**src/rtl/pipe_hazard_ctrl_pkg.sv**
```systemverilog
// Shared types and constants for the pipeline sequencing controller:
// FSM state encoding, PC-select codes, register-index width and the
// bundled per-cycle control word with its canonical values.
`timescale 1ns/1ps
package pipe_ctrl_pkg;

  localparam int REG_IDX_W = 5;

  typedef enum logic [1:0] {
    RUN      = 2'd0,
    MEM_WAIT = 2'd1,
    ERR      = 2'd2
  } state_e;

  localparam logic [1:0] PC_SEL_SEQ    = 2'b00;
  localparam logic [1:0] PC_SEL_BRANCH = 2'b01;
  localparam logic [1:0] PC_SEL_JUMP   = 2'b10;

  // One cycle's worth of pipeline-register controls.
  typedef struct packed {
    logic       pc_we;
    logic       ifid_we;
    logic       idex_we;
    logic       exmem_we;
    logic       ifid_flush;
    logic       idex_flush;
    logic       exmem_flush;
    logic       memwb_flush;
    logic [1:0] pc_sel;
  } ctrl_t;

  // Everything advances, nothing flushed, sequential fetch.
  function automatic ctrl_t ctrl_advance();
    ctrl_t c;
    c          = '0;
    c.pc_we    = 1'b1;
    c.ifid_we  = 1'b1;
    c.idex_we  = 1'b1;
    c.exmem_we = 1'b1;
    c.pc_sel   = PC_SEL_SEQ;
    return c;
  endfunction

  // Whole pipe held; a bubble is pushed into MEM/WB so the stalled
  // memory instruction does not write back repeatedly.
  function automatic ctrl_t ctrl_freeze();
    ctrl_t c;
    c             = '0;
    c.memwb_flush = 1'b1;
    return c;
  endfunction

endpackage

```
**src/rtl/pipe_hazard_ctrl_if.sv**
```systemverilog
// Control bus between the datapath (master) and the hazard controller
// (slave): EX/MEM and ID/EX hazard sources in, register controls out.
`timescale 1ns/1ps
interface pipe_hazard_ctrl_if #(
  parameter int CNT_W = 32
);
  import pipe_ctrl_pkg::*;

  logic                 idex_memread;
  logic [REG_IDX_W-1:0] idex_rt;
  logic [REG_IDX_W-1:0] ifid_rs;
  logic [REG_IDX_W-1:0] ifid_rt;
  logic                 exmem_jump;
  logic                 exmem_branch;
  logic                 exmem_zero;
  logic                 exmem_memread;
  logic                 exmem_memwrite;
  logic                 mem_ready;

  logic                 pc_we;
  logic                 ifid_we;
  logic                 idex_we;
  logic                 exmem_we;
  logic                 ifid_flush;
  logic                 idex_flush;
  logic                 exmem_flush;
  logic                 memwb_flush;
  logic [1:0]           pc_sel;
  logic                 mem_err;
  logic [CNT_W-1:0]     stall_cnt;
  logic [CNT_W-1:0]     flush_cnt;

  modport master (
    output idex_memread, idex_rt, ifid_rs, ifid_rt,
           exmem_jump, exmem_branch, exmem_zero,
           exmem_memread, exmem_memwrite, mem_ready,
    input  pc_we, ifid_we, idex_we, exmem_we,
           ifid_flush, idex_flush, exmem_flush, memwb_flush,
           pc_sel, mem_err, stall_cnt, flush_cnt
  );

  modport slave (
    input  idex_memread, idex_rt, ifid_rs, ifid_rt,
           exmem_jump, exmem_branch, exmem_zero,
           exmem_memread, exmem_memwrite, mem_ready,
    output pc_we, ifid_we, idex_we, exmem_we,
           ifid_flush, idex_flush, exmem_flush, memwb_flush,
           pc_sel, mem_err, stall_cnt, flush_cnt
  );

endinterface

```
**src/rtl/pipe_hazard_ctrl_load_use_detect.sv**
```systemverilog
// Load-use comparator: the instruction in IF/ID reads the register a load
// in ID/EX is about to write. $zero is never a real dependency.
`timescale 1ns/1ps
module load_use_detect
  import pipe_ctrl_pkg::*;
(
  input  logic                 i_idex_memread,
  input  logic [REG_IDX_W-1:0] i_idex_rt,
  input  logic [REG_IDX_W-1:0] i_ifid_rs,
  input  logic [REG_IDX_W-1:0] i_ifid_rt,
  output logic                 o_load_use
);

  logic w_rt_nonzero;
  logic w_src_match;

  assign w_rt_nonzero = (i_idex_rt != '0);
  assign w_src_match  = (i_idex_rt == i_ifid_rs) | (i_idex_rt == i_ifid_rt);
  assign o_load_use   = i_idex_memread & w_rt_nonzero & w_src_match;

endmodule

```
**src/rtl/pipe_hazard_ctrl.sv**
```systemverilog
// Pipeline sequencing controller for the 5-stage MIPS core.
// Drives PC / IF/ID / ID/EX / EX/MEM enables, per-stage flushes and the
// PC select; handles load-use bubbles, MEM-stage redirects and stalled
// data-memory accesses with a timeout into a sticky error state.
// Optional statistics counters: define PIPE_HAZARD_CTRL_STATS_EN.
`timescale 1ns/1ps
module pipe_hazard_ctrl
  import pipe_ctrl_pkg::*;
#(
  parameter int WAIT_MAX = 15,
  parameter int CNT_W    = 32
) (
  input  logic               clk,
  input  logic               reset,
  pipe_hazard_ctrl_if.slave  bus
);

  localparam int WAIT_W = (WAIT_MAX < 2) ? 1 : $clog2(WAIT_MAX + 1);
  localparam logic [WAIT_W-1:0] WAIT_MAX_V = WAIT_W'(WAIT_MAX);
  localparam logic [WAIT_W-1:0] WAIT_ONE   = WAIT_W'(1);

  state_e            r_state;
  logic [WAIT_W-1:0] r_wait_cnt;
  logic              r_mem_err;

  state_e            w_nxt_state;
  logic [WAIT_W-1:0] w_nxt_wait;
  logic              w_mem_op;
  logic              w_redirect;
  logic              w_load_use;
  ctrl_t             w_run_ctrl;
  logic              w_run_redirect;
  ctrl_t             w_ctrl;
  logic              w_redirect_taken;

  assign w_mem_op   = bus.exmem_memread | bus.exmem_memwrite;
  assign w_redirect = bus.exmem_jump | (bus.exmem_branch & bus.exmem_zero);

  load_use_detect u_load_use_detect (
    .i_idex_memread (bus.idex_memread),
    .i_idex_rt      (bus.idex_rt),
    .i_ifid_rs      (bus.ifid_rs),
    .i_ifid_rt      (bus.ifid_rt),
    .o_load_use     (w_load_use)
  );

  // Controls for a cycle with no memory stall: redirect outranks load-use
  // because the dependent instruction is flushed by the redirect anyway.
  always_comb begin
    w_run_ctrl     = ctrl_advance();
    w_run_redirect = 1'b0;
    if (w_redirect) begin
      w_run_ctrl.pc_sel      = bus.exmem_jump ? PC_SEL_JUMP : PC_SEL_BRANCH;
      w_run_ctrl.ifid_flush  = 1'b1;
      w_run_ctrl.idex_flush  = 1'b1;
      w_run_ctrl.exmem_flush = 1'b1;
      w_run_redirect         = 1'b1;
    end else if (w_load_use) begin
      w_run_ctrl.pc_we      = 1'b0;
      w_run_ctrl.ifid_we    = 1'b0;
      w_run_ctrl.idex_flush = 1'b1;
    end
  end

  // State-dependent control selection and next-state / wait-count logic.
  always_comb begin
    w_ctrl           = ctrl_advance();
    w_nxt_state      = r_state;
    w_nxt_wait       = r_wait_cnt;
    w_redirect_taken = 1'b0;
    if (reset) begin
      w_ctrl = '0;
    end else begin
      case (r_state)
        RUN: begin
          if (w_mem_op && !bus.mem_ready) begin
            w_ctrl      = ctrl_freeze();
            w_nxt_state = MEM_WAIT;
            w_nxt_wait  = WAIT_ONE;
          end else begin
            w_ctrl           = w_run_ctrl;
            w_redirect_taken = w_run_redirect;
          end
        end
        MEM_WAIT: begin
          if (bus.mem_ready) begin
            // Completion cycle behaves like RUN with the access done.
            w_ctrl           = w_run_ctrl;
            w_redirect_taken = w_run_redirect;
            w_nxt_state      = RUN;
            w_nxt_wait       = '0;
          end else begin
            w_ctrl = ctrl_freeze();
            if (r_wait_cnt == WAIT_MAX_V) begin
              w_nxt_state = ERR;
            end else begin
              w_nxt_wait = r_wait_cnt + WAIT_ONE;
            end
          end
        end
        ERR: begin
          w_ctrl = ctrl_freeze();
        end
        default: begin
          w_ctrl      = ctrl_freeze();
          w_nxt_state = RUN;
          w_nxt_wait  = '0;
        end
      endcase
    end
  end

  // FSM state, wait counter and sticky timeout flag.
  always_ff @(posedge clk) begin
    if (reset) begin
      r_state    <= RUN;
      r_wait_cnt <= '0;
      r_mem_err  <= 1'b0;
    end else begin
      r_state    <= w_nxt_state;
      r_wait_cnt <= w_nxt_wait;
      if (w_nxt_state == ERR) begin
        r_mem_err <= 1'b1;
      end
    end
  end

`ifdef PIPE_HAZARD_CTRL_STATS_EN
  logic [CNT_W-1:0] r_stall_cnt;
  logic [CNT_W-1:0] r_flush_cnt;

  // Free-running (wrapping) statistics: PC-held cycles and redirects.
  always_ff @(posedge clk) begin
    if (reset) begin
      r_stall_cnt <= '0;
      r_flush_cnt <= '0;
    end else begin
      if (!w_ctrl.pc_we) begin
        r_stall_cnt <= r_stall_cnt + CNT_W'(1);
      end
      if (w_redirect_taken) begin
        r_flush_cnt <= r_flush_cnt + CNT_W'(1);
      end
    end
  end

  assign bus.stall_cnt = r_stall_cnt;
  assign bus.flush_cnt = r_flush_cnt;
`else
  logic w_unused_redirect;
  assign w_unused_redirect = w_redirect_taken;
  assign bus.stall_cnt     = '0;
  assign bus.flush_cnt     = '0;
`endif

  assign bus.pc_we       = w_ctrl.pc_we;
  assign bus.ifid_we     = w_ctrl.ifid_we;
  assign bus.idex_we     = w_ctrl.idex_we;
  assign bus.exmem_we    = w_ctrl.exmem_we;
  assign bus.ifid_flush  = w_ctrl.ifid_flush;
  assign bus.idex_flush  = w_ctrl.idex_flush;
  assign bus.exmem_flush = w_ctrl.exmem_flush;
  assign bus.memwb_flush = w_ctrl.memwb_flush;
  assign bus.pc_sel      = w_ctrl.pc_sel;
  assign bus.mem_err     = r_mem_err;

endmodule
```
**src/flat_wrapper.sv**
```systemverilog
// flat-port wrapper written by rule: the top's interface ports become plain ports
module pipe_hazard_ctrl_flat import pipe_ctrl_pkg::*;
#(
  parameter int WAIT_MAX = 15,
  parameter int CNT_W    = 32
)
  (clk, reset, bus_idex_memread, bus_idex_rt, bus_ifid_rs, bus_ifid_rt, bus_exmem_jump, bus_exmem_branch, bus_exmem_zero, bus_exmem_memread, bus_exmem_memwrite, bus_mem_ready, bus_pc_we, bus_ifid_we, bus_idex_we, bus_exmem_we, bus_ifid_flush, bus_idex_flush, bus_exmem_flush, bus_memwb_flush, bus_pc_sel, bus_mem_err, bus_stall_cnt, bus_flush_cnt);
  pipe_hazard_ctrl_if #(.CNT_W(CNT_W)) bus_i ();
  input  logic clk;
  input  logic reset;
  input wire logic [$bits(bus_i.idex_memread)-1:0] bus_idex_memread;
  input wire logic [$bits(bus_i.idex_rt)-1:0] bus_idex_rt;
  input wire logic [$bits(bus_i.ifid_rs)-1:0] bus_ifid_rs;
  input wire logic [$bits(bus_i.ifid_rt)-1:0] bus_ifid_rt;
  input wire logic [$bits(bus_i.exmem_jump)-1:0] bus_exmem_jump;
  input wire logic [$bits(bus_i.exmem_branch)-1:0] bus_exmem_branch;
  input wire logic [$bits(bus_i.exmem_zero)-1:0] bus_exmem_zero;
  input wire logic [$bits(bus_i.exmem_memread)-1:0] bus_exmem_memread;
  input wire logic [$bits(bus_i.exmem_memwrite)-1:0] bus_exmem_memwrite;
  input wire logic [$bits(bus_i.mem_ready)-1:0] bus_mem_ready;
  output wire logic [$bits(bus_i.pc_we)-1:0] bus_pc_we;
  output wire logic [$bits(bus_i.ifid_we)-1:0] bus_ifid_we;
  output wire logic [$bits(bus_i.idex_we)-1:0] bus_idex_we;
  output wire logic [$bits(bus_i.exmem_we)-1:0] bus_exmem_we;
  output wire logic [$bits(bus_i.ifid_flush)-1:0] bus_ifid_flush;
  output wire logic [$bits(bus_i.idex_flush)-1:0] bus_idex_flush;
  output wire logic [$bits(bus_i.exmem_flush)-1:0] bus_exmem_flush;
  output wire logic [$bits(bus_i.memwb_flush)-1:0] bus_memwb_flush;
  output wire logic [$bits(bus_i.pc_sel)-1:0] bus_pc_sel;
  output wire logic [$bits(bus_i.mem_err)-1:0] bus_mem_err;
  output wire logic [$bits(bus_i.stall_cnt)-1:0] bus_stall_cnt;
  output wire logic [$bits(bus_i.flush_cnt)-1:0] bus_flush_cnt;
  assign bus_i.idex_memread = bus_idex_memread;
  assign bus_i.idex_rt = bus_idex_rt;
  assign bus_i.ifid_rs = bus_ifid_rs;
  assign bus_i.ifid_rt = bus_ifid_rt;
  assign bus_i.exmem_jump = bus_exmem_jump;
  assign bus_i.exmem_branch = bus_exmem_branch;
  assign bus_i.exmem_zero = bus_exmem_zero;
  assign bus_i.exmem_memread = bus_exmem_memread;
  assign bus_i.exmem_memwrite = bus_exmem_memwrite;
  assign bus_i.mem_ready = bus_mem_ready;
  assign bus_pc_we = bus_i.pc_we;
  assign bus_ifid_we = bus_i.ifid_we;
  assign bus_idex_we = bus_i.idex_we;
  assign bus_exmem_we = bus_i.exmem_we;
  assign bus_ifid_flush = bus_i.ifid_flush;
  assign bus_idex_flush = bus_i.idex_flush;
  assign bus_exmem_flush = bus_i.exmem_flush;
  assign bus_memwb_flush = bus_i.memwb_flush;
  assign bus_pc_sel = bus_i.pc_sel;
  assign bus_mem_err = bus_i.mem_err;
  assign bus_stall_cnt = bus_i.stall_cnt;
  assign bus_flush_cnt = bus_i.flush_cnt;
  pipe_hazard_ctrl #(.WAIT_MAX(WAIT_MAX), .CNT_W(CNT_W)) u_core (.clk(clk), .reset(reset), .bus(bus_i));
endmodule
```
**config.mk**
```make
export PLATFORM = sky130hd
export DESIGN_NAME = pipe_hazard_ctrl_flat
export DESIGN_NICKNAME = d
export VERILOG_FILES = /design/src/rtl/pipe_hazard_ctrl_pkg.sv /design/src/rtl/pipe_hazard_ctrl_if.sv /design/src/rtl/pipe_hazard_ctrl_load_use_detect.sv /design/src/rtl/pipe_hazard_ctrl.sv /design/src/flat_wrapper.sv
export SDC_FILE = /design/constraint.sdc
export NUM_CORES = 1
export LEC_CHECK = 0
export BUFFER_PORTS_ARGS = -buffer_cell sky130_fd_sc_hd__buf_2
export CORE_UTILIZATION = 33
export CTS_CLUSTER_DIAMETER = 60
export DETAILED_ROUTE_END_ITERATION = 8
export PLACE_DENSITY = 0.81
export SLEW_MARGIN = 20
export SYNTH_ARGS = -nofsm -noshare
export SYNTH_HDL_FRONTEND = slang
export SYNTH_SLANG_ARGS = --single-unit
```
**constraint.sdc**
```tcl
create_clock -name clk -period 1.95 [get_ports clk]
set_clock_uncertainty 0.2 [all_clocks]
set_input_delay 0.4875 -clock clk [delete_from_list [all_inputs] [get_ports clk]]
set_output_delay 0.4875 -clock clk [all_outputs]
set_load 0.1 [all_outputs]
```
==> run metrics <==
DP Worst Slack=-0.4379 ns; total via count in the routed design=826; initial antenna violation count=0; Setup Total Neg Slack=-1.876 ns; TritonCTS clock tree=yes; crit share post-route=120.8%; compound-cell area share of the yosys netlist=10.53%; maximum fanout encountered on the critical timing path=3; clock latency on the worst-skew pair=~0.26 ns; cell row count=20; category of cells accounting for the largest share of critical-path delay=simple AND/OR/NAND/NOR gates; total standard cell area after synthesis=0.001046 mm^2; result of the run=complete, but fails checks; Reg2Reg Launch Point=u_core.r_wait_cnt[0]$_SDFFE_PP0P_; per-cell via count in the routed design=3.639; type of the setup path with the least slack=in2out; final WL=between 1500 and 2000 um; average detailed-routed wire length per instance=8.498 um; sequential element share of the synthesized area=a little over an eighth; required time of the worst setup path=1.26 ns; setup repair after global routing missed its margin=yes; global-route wire length before repair=2753 um; count of clock tree sinks=7; number of buffers between clock root and the deepest sink=2; Critical Path Sink Type=output pin; pin count of the biggest net entering global routing=9; multiplexer fraction of the synthesized cell area=0%; count of inserted antenna diode cells=0; grt ovf=0; number of pins exceeding their max-slew limit in the final report=0; root buffer selected by CTS=clkbuf_4; Worst Hold Path EP=u_core.bus.mem_err$_SDFFE_PP0N_; kind of launch point of the worst setup path=primary input; cells along the critical path=buf_8 > or4_4 > o211ai_1 > o21a_4 > buf_12; post-layout min period=2.356 ns; fmax=424.5 MHz; total clock buffers created by CTS=3; final setup vio count=9; worst flop-to-flop path endpoint=u_core.r_wait_cnt[0]$_SDFFE_PP0P_; Crit path arrival time=1.67 ns; width of the chip=58.30 um; peak supply drop=0.4803 mV; xor and xnor area share after synthesis=8.373%; Warnings, synthesis=0; Worst R2R Setup Slack=0.16 ns; launch point of the worst hold path=u_core.bus.mem_err$_SDFFE_PP0N_; number of cells traversed by the worst hold path=2; share of cells above drive strength 1=a little over a third; router iterations before antenna repair=4; power density over the cells=approximately 800 mW/mm^2; DRT antenna net count=0; Post-CTS Setup Bufs=0; starting DRC count in detailed routing=19; register bit total from synthesis=7; number of maximum-capacitance constraint violations=0; combined global-route utilization of all metal layers=10.67%; minimum hold slack=0.2458 ns; height of the die=between 50 and 60 um; # fillers=roughly 300; final setup slack of the worst path=-0.4058 ns; number of buffer cells added on primary ports=34; path depth of the worst reg2reg path=5; static leakage=between 0.6 and 0.7 nW; CTS H-tree lvls=1; slowest stage cell, crit path=or4_4; post-synthesis to final-layout area growth=30.50%; floorplan core area=0.003028 mm^2; Total Die Area=0.003399 mm^2; number of remaining DRC errors=0; biggest cell delay along the critical path=0.52 ns; Yosys cell types=27; nets@finish=209; post-synthesis adder-cell area fraction=1.196%; average cell area after synthesis=about 7.4 um^2; largest family of logic cells by synthesized area=buffers and inverters; post-synthesis cell count=141; half-perimeter wire length after placement=around 1600 um; type of the most critical hold path=reg2reg; clock-pin transition on the worst setup and hold timing paths=0.05 ns; number of global-route vias before repair=674; Initial Util=roughly 35%; final core area utilization=45.08%; routability-driven placement congestion ratio=slightly above 0.8; top-level I/O count=99; Fin. Hold Viols=0; simple-gate share of the synthesized area=16.63%; number of buffers and inverters on the critical path=2; violated checks=setup timing
-- report_power, final --
group | internal, mW | leakage (nW) | total (mW) | switching [mW]
sequential | 0.147 | 0.0569 | 0.151 | 0.00382
combinational | 0.119 | 0.618 | 0.820 | 0.701
clock | 0.0785 | 0.0150 | 0.139 | 0.0603
total | 0.344 | 0.689 | 1.11 | 0.765
-- stage by stage --
stage	instance area, um^2	cells	power, mW
after floorplan	1396	204	0.9607
after detailed placement	1282	223	0.9555
after global routing	1365	227	1.144
final	1365	227	1.109
after CTS	1348	227	1.103
after global placement	1282	223	0.9522
-- tightest hold or removal path: cells and delay by family, from the launching register on --
family                 cells  cell delay, ns
DFF                        1            0.30
buffers and inverters      1            0.05
AOI/OAI and AO/OA          1            0.05
-- state kept, by name, summed over array words and instances (netlist names) --
register / count
u_core.bus.mem_err: 1
u_core.r_state: 2
u_core.r_wait_cnt: 4
-- cell usage after synthesis --
cell type  number  area, um^2
inv_1           3       11.26
and2_1          1       6.260
nand4_1         2       12.51
a21oi_1         7       35.03
ha_1            1       12.51
o21ai_0         5       25.02
xor2_1         10       87.58
or2_2           2       12.51
o211ai_2        1       12.51
o21a_1          1       7.510
dfxtp_1         7       140.1
or3_2           1       7.510
or4_1           1       7.510
and2b_2         1       8.760
nor2_1         11       41.29
or3b_1          2       17.52
buf_4          67       503.0
or3b_2          1       8.760
a22oi_1         1       7.510
o211ai_1        1       7.510
nand3_1         1       5.000
conb_1          1       3.750
or3_1           1       6.260
nand2_1         4       15.01
buf_1           1       3.750
o21bai_1        2       15.01
nor3_1          5       25.02
-- routing by layer --
metal  track usage, %  share of wire (%)  vias up
li1                 -                  -      411
met1            11.83                 36      361
met2            19.05                 57       50
met3           0.8791                5.5        4
met4            7.823                1.5        0
met5                0                  0        -
-- worst max-delay path by stage --
| stage | from | endpoint | slack (ns) | cells after the start |
|---|---|---|---|---|
| 2_1_floorplan | bus_idex_rt[0] | bus_pc_we | -0.51 | 4 |
| 3_3_place_gp | bus_idex_rt[0] | bus_pc_we | -0.43 | 5 |
| 3_5_place_dp | bus_idex_rt[0] | bus_ifid_we | -0.44 | 5 |
| 4_1_cts | bus_idex_rt[4] | bus_ifid_we | -0.42 | 5 |
| 5_1_grt | bus_idex_rt[1] | bus_pc_we | -0.48 | 6 |
| 6_report | bus_idex_rt[4] | bus_ifid_we | -0.41 | 5 |
-- final cells by class --
type	count	area, um^2	area share (%)
Inverter	3	13.76	1.008
Sequential cell	7	140.1	10.27
Tap cell	44	55.05	4.033
Multi-Input combinational cell	126	710.7	52.06
Clock buffer	4	26.28	1.925
Timing Repair Buffer	43	419.2	30.71
-- kinds of logic (layout without fill, tap and decap cells) --
kind of cell,count (synthesis),count (layout)
compound gates,18,18
xor+xnor,10,10
buf+inv,71,50
fa+ha+maj,1,1
simple gates,33,33
flops,7,7
other cells,1,64
-- layout by cell type, fill, tap and decap left out, types with 3 or more instances in the layout --
cell	n
buf_6	7
buf_4	6
dfxtp_1	7
xor2_1	10
nor2_1	8
buf_12	9
a21oi_1	7
o21ai_0	3
clkbuf_4	3
buf_2	20
conb_1	64
nand2_1	4
-- timing repair --
| action | in CTS | in global routing |
|---|---|---|
| setup endpoints to repair | 10 | 10 |
| resized for setup | 10 | 5 |
| hold buffers | 0 | 0 |
| pin swaps | 6 | 4 |
Note: power is estimated with default switching activity, not from simulation.
